$ cat src/rtl/mips_pkg.sv
// Shared definitions for the MIPS pipeline front end.
//   NOP_INSTR        : the all-zero word (sll $0,$0,0), used when IF/ID is flushed
//   DEFAULT_RESET_PC : default value loaded into the PC on reset
//   redirect_src_e   : which source, if any, redirects the PC this cycle
package mips_pkg;

  localparam logic [31:0] NOP_INSTR        = 32'h0000_0000;
  localparam logic [31:0] DEFAULT_RESET_PC = 32'h0000_0000;

  typedef enum logic [1:0] {
    RS_NONE   = 2'd0,
    RS_BRANCH = 2'd1,
    RS_JREG   = 2'd2,
    RS_JUMP   = 2'd3
  } redirect_src_e;

endpackage

$ cat src/rtl/fetch_next_pc.sv
// Combinational next-PC selection for the fetch stage.
// Ports:
//   pc_i             current PC
//   ifid_pcplus4_i   PC+4 of the instruction in ID (supplies jump bits [31:28])
//   branch_taken_i   resolved taken branch from EX (highest priority)
//   branch_target_i  branch target byte address
//   jreg_taken_i     jr in ID
//   jreg_target_i    rs value for jr
//   jump_taken_i     j/jal in ID (lowest priority)
//   jump_index_i     instr[25:0] of the jump
//   pc_plus4_o       pc_i + 4 (wraps modulo 2^32)
//   next_pc_o        aligned redirect target, or pc_plus4_o when no redirect
//   redirect_src_o   which source won the priority select
//   misalign_flag_o  redirect taken with a raw target whose bits [1:0] != 0
module fetch_next_pc
  import mips_pkg::*;
(
  input  logic [31:0]   pc_i,
  input  logic [31:0]   ifid_pcplus4_i,
  input  logic          branch_taken_i,
  input  logic [31:0]   branch_target_i,
  input  logic          jreg_taken_i,
  input  logic [31:0]   jreg_target_i,
  input  logic          jump_taken_i,
  input  logic [25:0]   jump_index_i,
  output logic [31:0]   pc_plus4_o,
  output logic [31:0]   next_pc_o,
  output redirect_src_e redirect_src_o,
  output logic          misalign_flag_o
);

  logic [31:0] jump_target;
  logic [31:0] raw_target;

  assign pc_plus4_o  = pc_i + 32'd4;
  assign jump_target = {ifid_pcplus4_i[31:28], jump_index_i, 2'b00};

  // A branch in EX is older than the jump/jr in ID, so it wins.
  always_comb begin
    redirect_src_o = RS_NONE;
    raw_target     = pc_plus4_o;
    if (branch_taken_i) begin
      redirect_src_o = RS_BRANCH;
      raw_target     = branch_target_i;
    end else if (jreg_taken_i) begin
      redirect_src_o = RS_JREG;
      raw_target     = jreg_target_i;
    end else if (jump_taken_i) begin
      redirect_src_o = RS_JUMP;
      raw_target     = jump_target;
    end
  end

  // The sequential path is always word aligned, so only a redirect can misalign.
  assign misalign_flag_o = (redirect_src_o != RS_NONE) && (raw_target[1:0] != 2'b00);
  assign next_pc_o       = {raw_target[31:2], 2'b00};

endmodule

$ cat src/rtl/fetch_stage.sv
// Instruction-fetch stage: PC register, next-PC selection, IF/ID pipeline
// register, sticky misaligned-redirect flag and two event counters.
// Ports:
//   Clk, Rst_n          clock, asynchronous active-low reset
//   Stall               hold PC and IF/ID this cycle (overridden by a redirect)
//   BranchTaken/Target  taken branch resolved in EX
//   JumpTaken/JumpIndex j/jal decoded in ID
//   JRegTaken/Target    jr decoded in ID
//   InstrAddr           instruction-memory address (= PC)
//   InstrData           combinational instruction read of InstrAddr
//   IfId_Instr/PCPlus4/Valid  IF/ID register contents
//   AddrErr             sticky: some redirect target was misaligned
//   FetchCount          valid instructions loaded into IF/ID
//   RedirectCount       accepted redirects
module fetch_stage
  import mips_pkg::*;
#(
  parameter logic [31:0] RESET_PC = DEFAULT_RESET_PC,
  parameter int          CNT_W    = 32
) (
  input  logic             Clk,
  input  logic             Rst_n,
  input  logic             Stall,
  input  logic             BranchTaken,
  input  logic [31:0]      BranchTarget,
  input  logic             JumpTaken,
  input  logic [25:0]      JumpIndex,
  input  logic             JRegTaken,
  input  logic [31:0]      JRegTarget,
  output logic [31:0]      InstrAddr,
  input  logic [31:0]      InstrData,
  output logic [31:0]      IfId_Instr,
  output logic [31:0]      IfId_PCPlus4,
  output logic             IfId_Valid,
  output logic             AddrErr,
  output logic [CNT_W-1:0] FetchCount,
  output logic [CNT_W-1:0] RedirectCount
);

  logic [31:0]      pc_q, pc_d;
  logic [31:0]      ifid_instr_q, ifid_instr_d;
  logic [31:0]      ifid_pcplus4_q, ifid_pcplus4_d;
  logic             ifid_valid_q, ifid_valid_d;
  logic             addr_err_q, addr_err_d;
  logic [CNT_W-1:0] fetch_cnt_q, fetch_cnt_d;
  logic [CNT_W-1:0] redir_cnt_q, redir_cnt_d;

  logic [31:0]      pc_plus4;
  logic [31:0]      next_pc;
  redirect_src_e    redirect_src;
  logic             misalign_flag;
  logic             redirect;

  fetch_next_pc u_next_pc (
    .pc_i            (pc_q),
    .ifid_pcplus4_i  (ifid_pcplus4_q),
    .branch_taken_i  (BranchTaken),
    .branch_target_i (BranchTarget),
    .jreg_taken_i    (JRegTaken),
    .jreg_target_i   (JRegTarget),
    .jump_taken_i    (JumpTaken),
    .jump_index_i    (JumpIndex),
    .pc_plus4_o      (pc_plus4),
    .next_pc_o       (next_pc),
    .redirect_src_o  (redirect_src),
    .misalign_flag_o (misalign_flag)
  );

  assign redirect = (redirect_src != RS_NONE);

  // Precedence: redirect, then stall, then normal sequential fetch.
  always_comb begin
    pc_d           = pc_q;
    ifid_instr_d   = ifid_instr_q;
    ifid_pcplus4_d = ifid_pcplus4_q;
    ifid_valid_d   = ifid_valid_q;
    addr_err_d     = addr_err_q;
    fetch_cnt_d    = fetch_cnt_q;
    redir_cnt_d    = redir_cnt_q;
    if (redirect) begin
      // The word in IF is on the wrong path; squash it instead of loading it.
      pc_d           = next_pc;
      ifid_instr_d   = NOP_INSTR;
      ifid_pcplus4_d = 32'h0;
      ifid_valid_d   = 1'b0;
      addr_err_d     = addr_err_q | misalign_flag;
      redir_cnt_d    = redir_cnt_q + 1'b1;
    end else if (!Stall) begin
      pc_d           = pc_plus4;
      ifid_instr_d   = InstrData;
      ifid_pcplus4_d = pc_plus4;
      ifid_valid_d   = 1'b1;
      fetch_cnt_d    = fetch_cnt_q + 1'b1;
    end
  end

  always_ff @(posedge Clk or negedge Rst_n) begin
    if (!Rst_n) begin
      pc_q           <= RESET_PC;
      ifid_instr_q   <= NOP_INSTR;
      ifid_pcplus4_q <= 32'h0;
      ifid_valid_q   <= 1'b0;
      addr_err_q     <= 1'b0;
      fetch_cnt_q    <= '0;
      redir_cnt_q    <= '0;
    end else begin
      pc_q           <= pc_d;
      ifid_instr_q   <= ifid_instr_d;
      ifid_pcplus4_q <= ifid_pcplus4_d;
      ifid_valid_q   <= ifid_valid_d;
      addr_err_q     <= addr_err_d;
      fetch_cnt_q    <= fetch_cnt_d;
      redir_cnt_q    <= redir_cnt_d;
    end
  end

  assign InstrAddr     = pc_q;
  assign IfId_Instr    = ifid_instr_q;
  assign IfId_PCPlus4  = ifid_pcplus4_q;
  assign IfId_Valid    = ifid_valid_q;
  assign AddrErr       = addr_err_q;
  assign FetchCount    = fetch_cnt_q;
  assign RedirectCount = redir_cnt_q;

endmodule

$ cat config.mk
export PLATFORM = sky130hd
export DESIGN_NAME = fetch_stage
export DESIGN_NICKNAME = d
export VERILOG_FILES = /design/src/rtl/mips_pkg.sv /design/src/rtl/fetch_next_pc.sv /design/src/rtl/fetch_stage.sv
export SDC_FILE = /design/constraint.sdc
export NUM_CORES = 1
export LEC_CHECK = 0
export CAP_MARGIN = 30
export CORE_UTILIZATION = 30
export DETAILED_ROUTE_END_ITERATION = 10
export PLACE_DENSITY = 0.56
export SYNTH_ARGS = -nofsm -noshare
export SYNTH_HDL_FRONTEND = slang
export SYNTH_HIERARCHICAL = 1
export SYNTH_SLANG_ARGS = --single-unit
export TNS_END_PERCENT = 5
$ cat constraint.sdc
create_clock -name Clk -period 2.3 [get_ports Clk]
set_clock_uncertainty 0.05 [all_clocks]
set_input_delay 0.345 -clock Clk [delete_from_list [all_inputs] [get_ports Clk]]
set_output_delay 0.345 -clock Clk [all_outputs]
set_load 0.05 [all_outputs]
-- Word level (Yosys, flattened, before mapping)
Index checks and enable logic that the tools add are counted.
W data, S select, Z words.
- register bits after elaboration: 162
- latch bits: 0
- bits in writable memories: 0
- ROM bits: 0
- input port bits: 128
- output and inout bits: 162
- logic and storage cells: 31
- memories: 0
- $add $sub $neg: 3
- $mul: 0
- div/mod/pow operators: 0
- order comparisons: 0
- equal/unequal tests: 1
- shifts and indexed selects: 0
- multiplexer cells: 13
- bitwise gates (word level): 3
- reduce and logical (&&, ||, !) cells: 4
- operator list (cell ; number):
    $mux W32 ; 8
    $add A32 B1 Y32 const B ; 2
    $add A32 B3 Y32 const B ; 1
    $mux W2 ; 3
    $reduce_bool A2 Y1 ; 2
    $mux W1 ; 2
    $ne A2 B1 Y1 const B ; 1
    $not A1 Y1 ; 2
    $reduce_and A2 Y1 ; 1
    $logic_and A1 B1 Y1 ; 1
    $or A1 B1 Y1 ; 1

-- Depth between registers and ports, before layout
- depth in word-level cells: 7
- depth in mapped cells: 10

-- Cells and area by module
The synthesis kept the hierarchy.
- by module, submodules not included (module ; instances ; cells each ; area an instance (um^2) ; seq. area each (um^2)):
    fetch_stage ; 1 ; 646 ; 6876.6 ; 4053.9
    fetch_next_pc ; 1 ; 229 ; 1476.4 ; 0.0

-- Worst setup path after synthesis
No wires, ideal clock.
- kind: input -> register
- start point: input JumpTaken
- end point: register fetch_cnt_q[23], in the netlist FetchCount[23]
- library setup time: 83 ps
- arrival: 2686 ps
- data required time: 2167 ps
- path slack: -518 ps
- stages: 10
- buffers on the path: 4
- path through: clkbuf_1 nor2b_1 clkbuf_1 or2_2 or3_1 buf_2 or4_4 buf_6 nor3_1 xor2_1
- cells in the longest elaborated chain, start to end: 6
- ends and longest elaborated chain (element ; RTL line ; source):
    start: declaration ; fetch_stage.sv:26 ; input logic JumpTaken,
    $mux W2 ; fetch_next_pc.sv:48 ; end else if (jump_taken_i) begin
    $mux W2 ; fetch_next_pc.sv:45 ; end else if (jreg_taken_i) begin
    $mux W2 ; fetch_next_pc.sv:42 ; if (branch_taken_i) begin
    via redirect_src[0] ; fetch_stage.sv:50 ; redirect_src_e redirect_src;
    $reduce_bool A2 Y1 ; fetch_stage.sv:69 ; assign redirect = (redirect_src != RS_NONE);
    $not A1 Y1 (no source line) ; -- ;
    $reduce_and A2 Y1 (no source line) ; -- ;
    end signal: assignment ; fetch_stage.sv:112 ; fetch_cnt_q <= fetch_cnt_d;
    end: declaration ; fetch_stage.sv:45 ; logic [CNT_W-1:0] fetch_cnt_q, fetch_cnt_d;
The timed path passes the listed nets, and every way through them passes these cells.
A chain may end at the register's enable or synchronous reset.

-- Worst setup path in the final report
- start point: input JumpTaken
- end point: register fetch_cnt_q[18], in the netlist FetchCount[18]
The elaborated chain is that of the path after synthesis.

==> metrics.md <==
| Metric | Value |
|---|---|
| Status | completed |
| Sinks on Clock Net | 162 |
| Slew Limit Fails | 0 |
| RSZ-0062 raised after global routing | true |
| Fin Hold WS | between 200 and 300 ps |
| Worst hold path class | in2reg |
| Vias/cell | just under 5 |
| Grt total ovfl | 0 |
| Synth cell types | between 40 and 50 |
| CP Launch Type | primary input |
| Flop2flop setup slack | around 70 ps |
| VDD IR max | 0.000383 V |
| Mapped Cells | between 800 and 900 |
| Vias | between 7,000 and 8,000 |
| Placer Congestion | roughly 0.82 |
| Post-synth EDFFs | 0 |
| Arr. time, crit path | about 2500 ps |
| Number of routed nets with antenna violations | 0 |
| Largest net degree at the start of global routing | 130 |
| Vias in the first global route | 7,727 |
| Final period util | 0.974 |
| Most common cell after layout, fill and taps aside | clkdlybuf4s50_1 |
| Worst path top cell family by delay | simple AND/OR/NAND/NOR gates |
| Bufs and invs on worst path | 2 |
| Measured slew at the worst slew-check pin | about 680 ps |
| CTS root buf | clkbuf_16 |
| Area grow syn2layout | 54.7% |
| Post-DP HPWL | just over 20 mm |
| Final routed DRC violation total | 0 |
| Starting DRC count in detailed routing | 416 |
| Finished layout cell area | about 0.013 mm2 |
| CP Capture Type | flop |
| Setup TNS | 0 ps |
| Final hold violations | 0 |
| Pre-Repair DR Iteration Count | 5 |
| Initial antenna violation count | 3 |
| P_leak | about 5.5 nW |
| WP data required | about 2600 ps |
| Yosys reg bits | ~160 |
| Insertion delay to the later sink of the worst-skew pair | ~440 ps |
| Proportion of layout cells with a drive suffix above 1 | 0.148 |
| Pwr Total | 9.01 mW |
| NumNets Final | ~1,300 |
| Synth warnings | 6 |
| Final core occ | 0.477 |
| I/O pin cnt | 290 |
| FMAX | roughly 450 MHz |
| Max stage delay on crit path | 550 ps |
| H-Tree Depth | 4 |
| Power Density | ~700 mW/mm2 |
| Port Buffers | 289 |
| Synthesized area per cell | 9.55 um2 |
| Max Cap Violations | 0 |
| Critical path class | in2reg |
| CTS tree | built |
| Slowest CP cell | or4b_4 |
| Total Wirelength | between 20 and 30 mm |
| Drt wl/cell | between 15 and 20 um |
| Post-synthesis sequential area ratio | 0.485 |
| Clk slew on worst S/H paths | roughly 70 ps |
| Slew HR | 0.544 |
| Fin crit period | approximately 2200 ps |
| DIE AREA | around 0.029 mm2 |
| Most frequent cells in the layout | clkdlybuf4s50_1 (283), dfrtp_1 (143), nor2_1 (100) |
| First-pass GRT wire length | about 44 mm |
| CTS buffer count | 17 |
| Global-route usage over all layers | 0.199 |
| Main flop type after synthesis | dfrtp_1 |
| Die Y | between 150 and 200 um |
| Final setup vio count | 0 |
| Mapped cell area | ~0.0084 mm2 |
| Die width | ~170 um |
| Row count | 60 |
| Post-DP Area | ~0.012 mm2 |
| Worst-path maximum fanout | 8 |
| Core footprint | 0.0271 mm2 |
| Critical-path cell list | clkdlybuf4s50_1, nor2b_4, or2_4, or4b_4, or3_1, buf_6, nor4_4, xor2_1 |
| Share of synthesized registers carrying an async set or reset | 1.00 |
| Clk buf depth | 2 |
| Initial core utilization | 0.308 |
| Total setup buffers inserted after CTS | 0 |
## per-stage QoR
step | cells | setup WS [ps]
after detailed placement | 1554 | -402
after global placement | 1554 | -354
after floorplan | 876 | -162
after CTS | 1587 | -2.21
final | 1588 | 60.4
after global routing | 1587 | -32.1
## layer usage
metal	wire length, um	global-route usage
met1	12100	0.252
met2	12900	0.317
met3	2410	0.0727
met4	457	0.0577
met5	38	0
## cells in the mapped netlist, drive strengths merged, types with 3 or more instances
cell type / count / area share
a221o: 16 / 0.019
a21oi: 71 / 0.043
or2: 10 / 0.0075
o21ai: 50 / 0.030
buf: 16 / 0.011
xnor2: 51 / 0.053
o21ba: 4 / 0.0048
a221oi: 4 / 0.0042
nor3: 14 / 0.0084
nor2: 101 / 0.045
nor4: 21 / 0.021
a2bb2oi: 5 / 0.0052
and3: 10 / 0.0075
or3: 3 / 0.0022
or4: 3 / 0.0031
inv: 17 / 0.0076
mux2i: 39 / 0.047
xor2: 37 / 0.039
and4: 5 / 0.0052
ha: 3 / 0.0045
nand3: 35 / 0.022
clkbuf: 39 / 0.018
dfrtp: 162 / 0.49
a22oi: 17 / 0.015
nor2b: 34 / 0.025
nand4: 30 / 0.023
nand2: 63 / 0.028
o22ai: 4 / 0.0030
## power breakdown
part           total, mW  internal (mW)  switching (mW)
sequential          3.34           3.08           0.258
combinational       2.75           1.10            1.65
clock               2.92           1.56            1.37
## area by class of cell
cell class                 count  area [um2]
clock buffer                  18         429
fill                        2625       14200
inverter                      17        63.8
tap                          372         465
sequential                   162        4080
multi-input combinational    642        4210
antenna                        1        2.50
clock inverter                14         161
timing repair buffer         362        3510
## worst paths after layout
check | start | depth (start not counted) | to
setup / recovery | JumpTaken | 8 | FetchCount[18]
hold / removal | Stall | 3 | FetchCount[2]
setup reg to reg | InstrAddr[17] | 8 | InstrAddr[26]
hold reg to reg | AddrErr | 1 | AddrErr
max in group asynchronous | Rst_n | 3 | InstrAddr[4]
min in group asynchronous | Rst_n | 2 | RedirectCount[23]
## kinds of logic after synthesis
family                     count (synthesis)  synth area share
DFF                                      162             0.485
buffers and inverters                     72            0.0359
AOI/OAI and AO/OA                        178             0.131
xor gates and xnor gates                  88            0.0923
other                                      1          0.000449
and+or+nand+nor                          330             0.201
muxes                                     41            0.0494
adders and majority gates                  3           0.00449
## what timing repair did
action | in CTS | in global routing
pin swaps | 0 | 2
endpoints found under the setup margin | 6 | 20
endpoints found under the hold margin | 53 | 0
hold buffers | 1 | 0
resized for setup | 2 | 15
## flip-flops by register name, indices dropped and copies added, names as in the netlist
name,flops
FetchCount,32
IfId_Instr,32
IfId_PCPlus4,32
InstrAddr,32
RedirectCount,32
AddrErr,1
IfId_Valid,1
## worst min-delay path: stages
cell	delay [ps]
buf_4	160
or4b_4	170
xnor2_1	60
(Power assumes the default switching activity.)
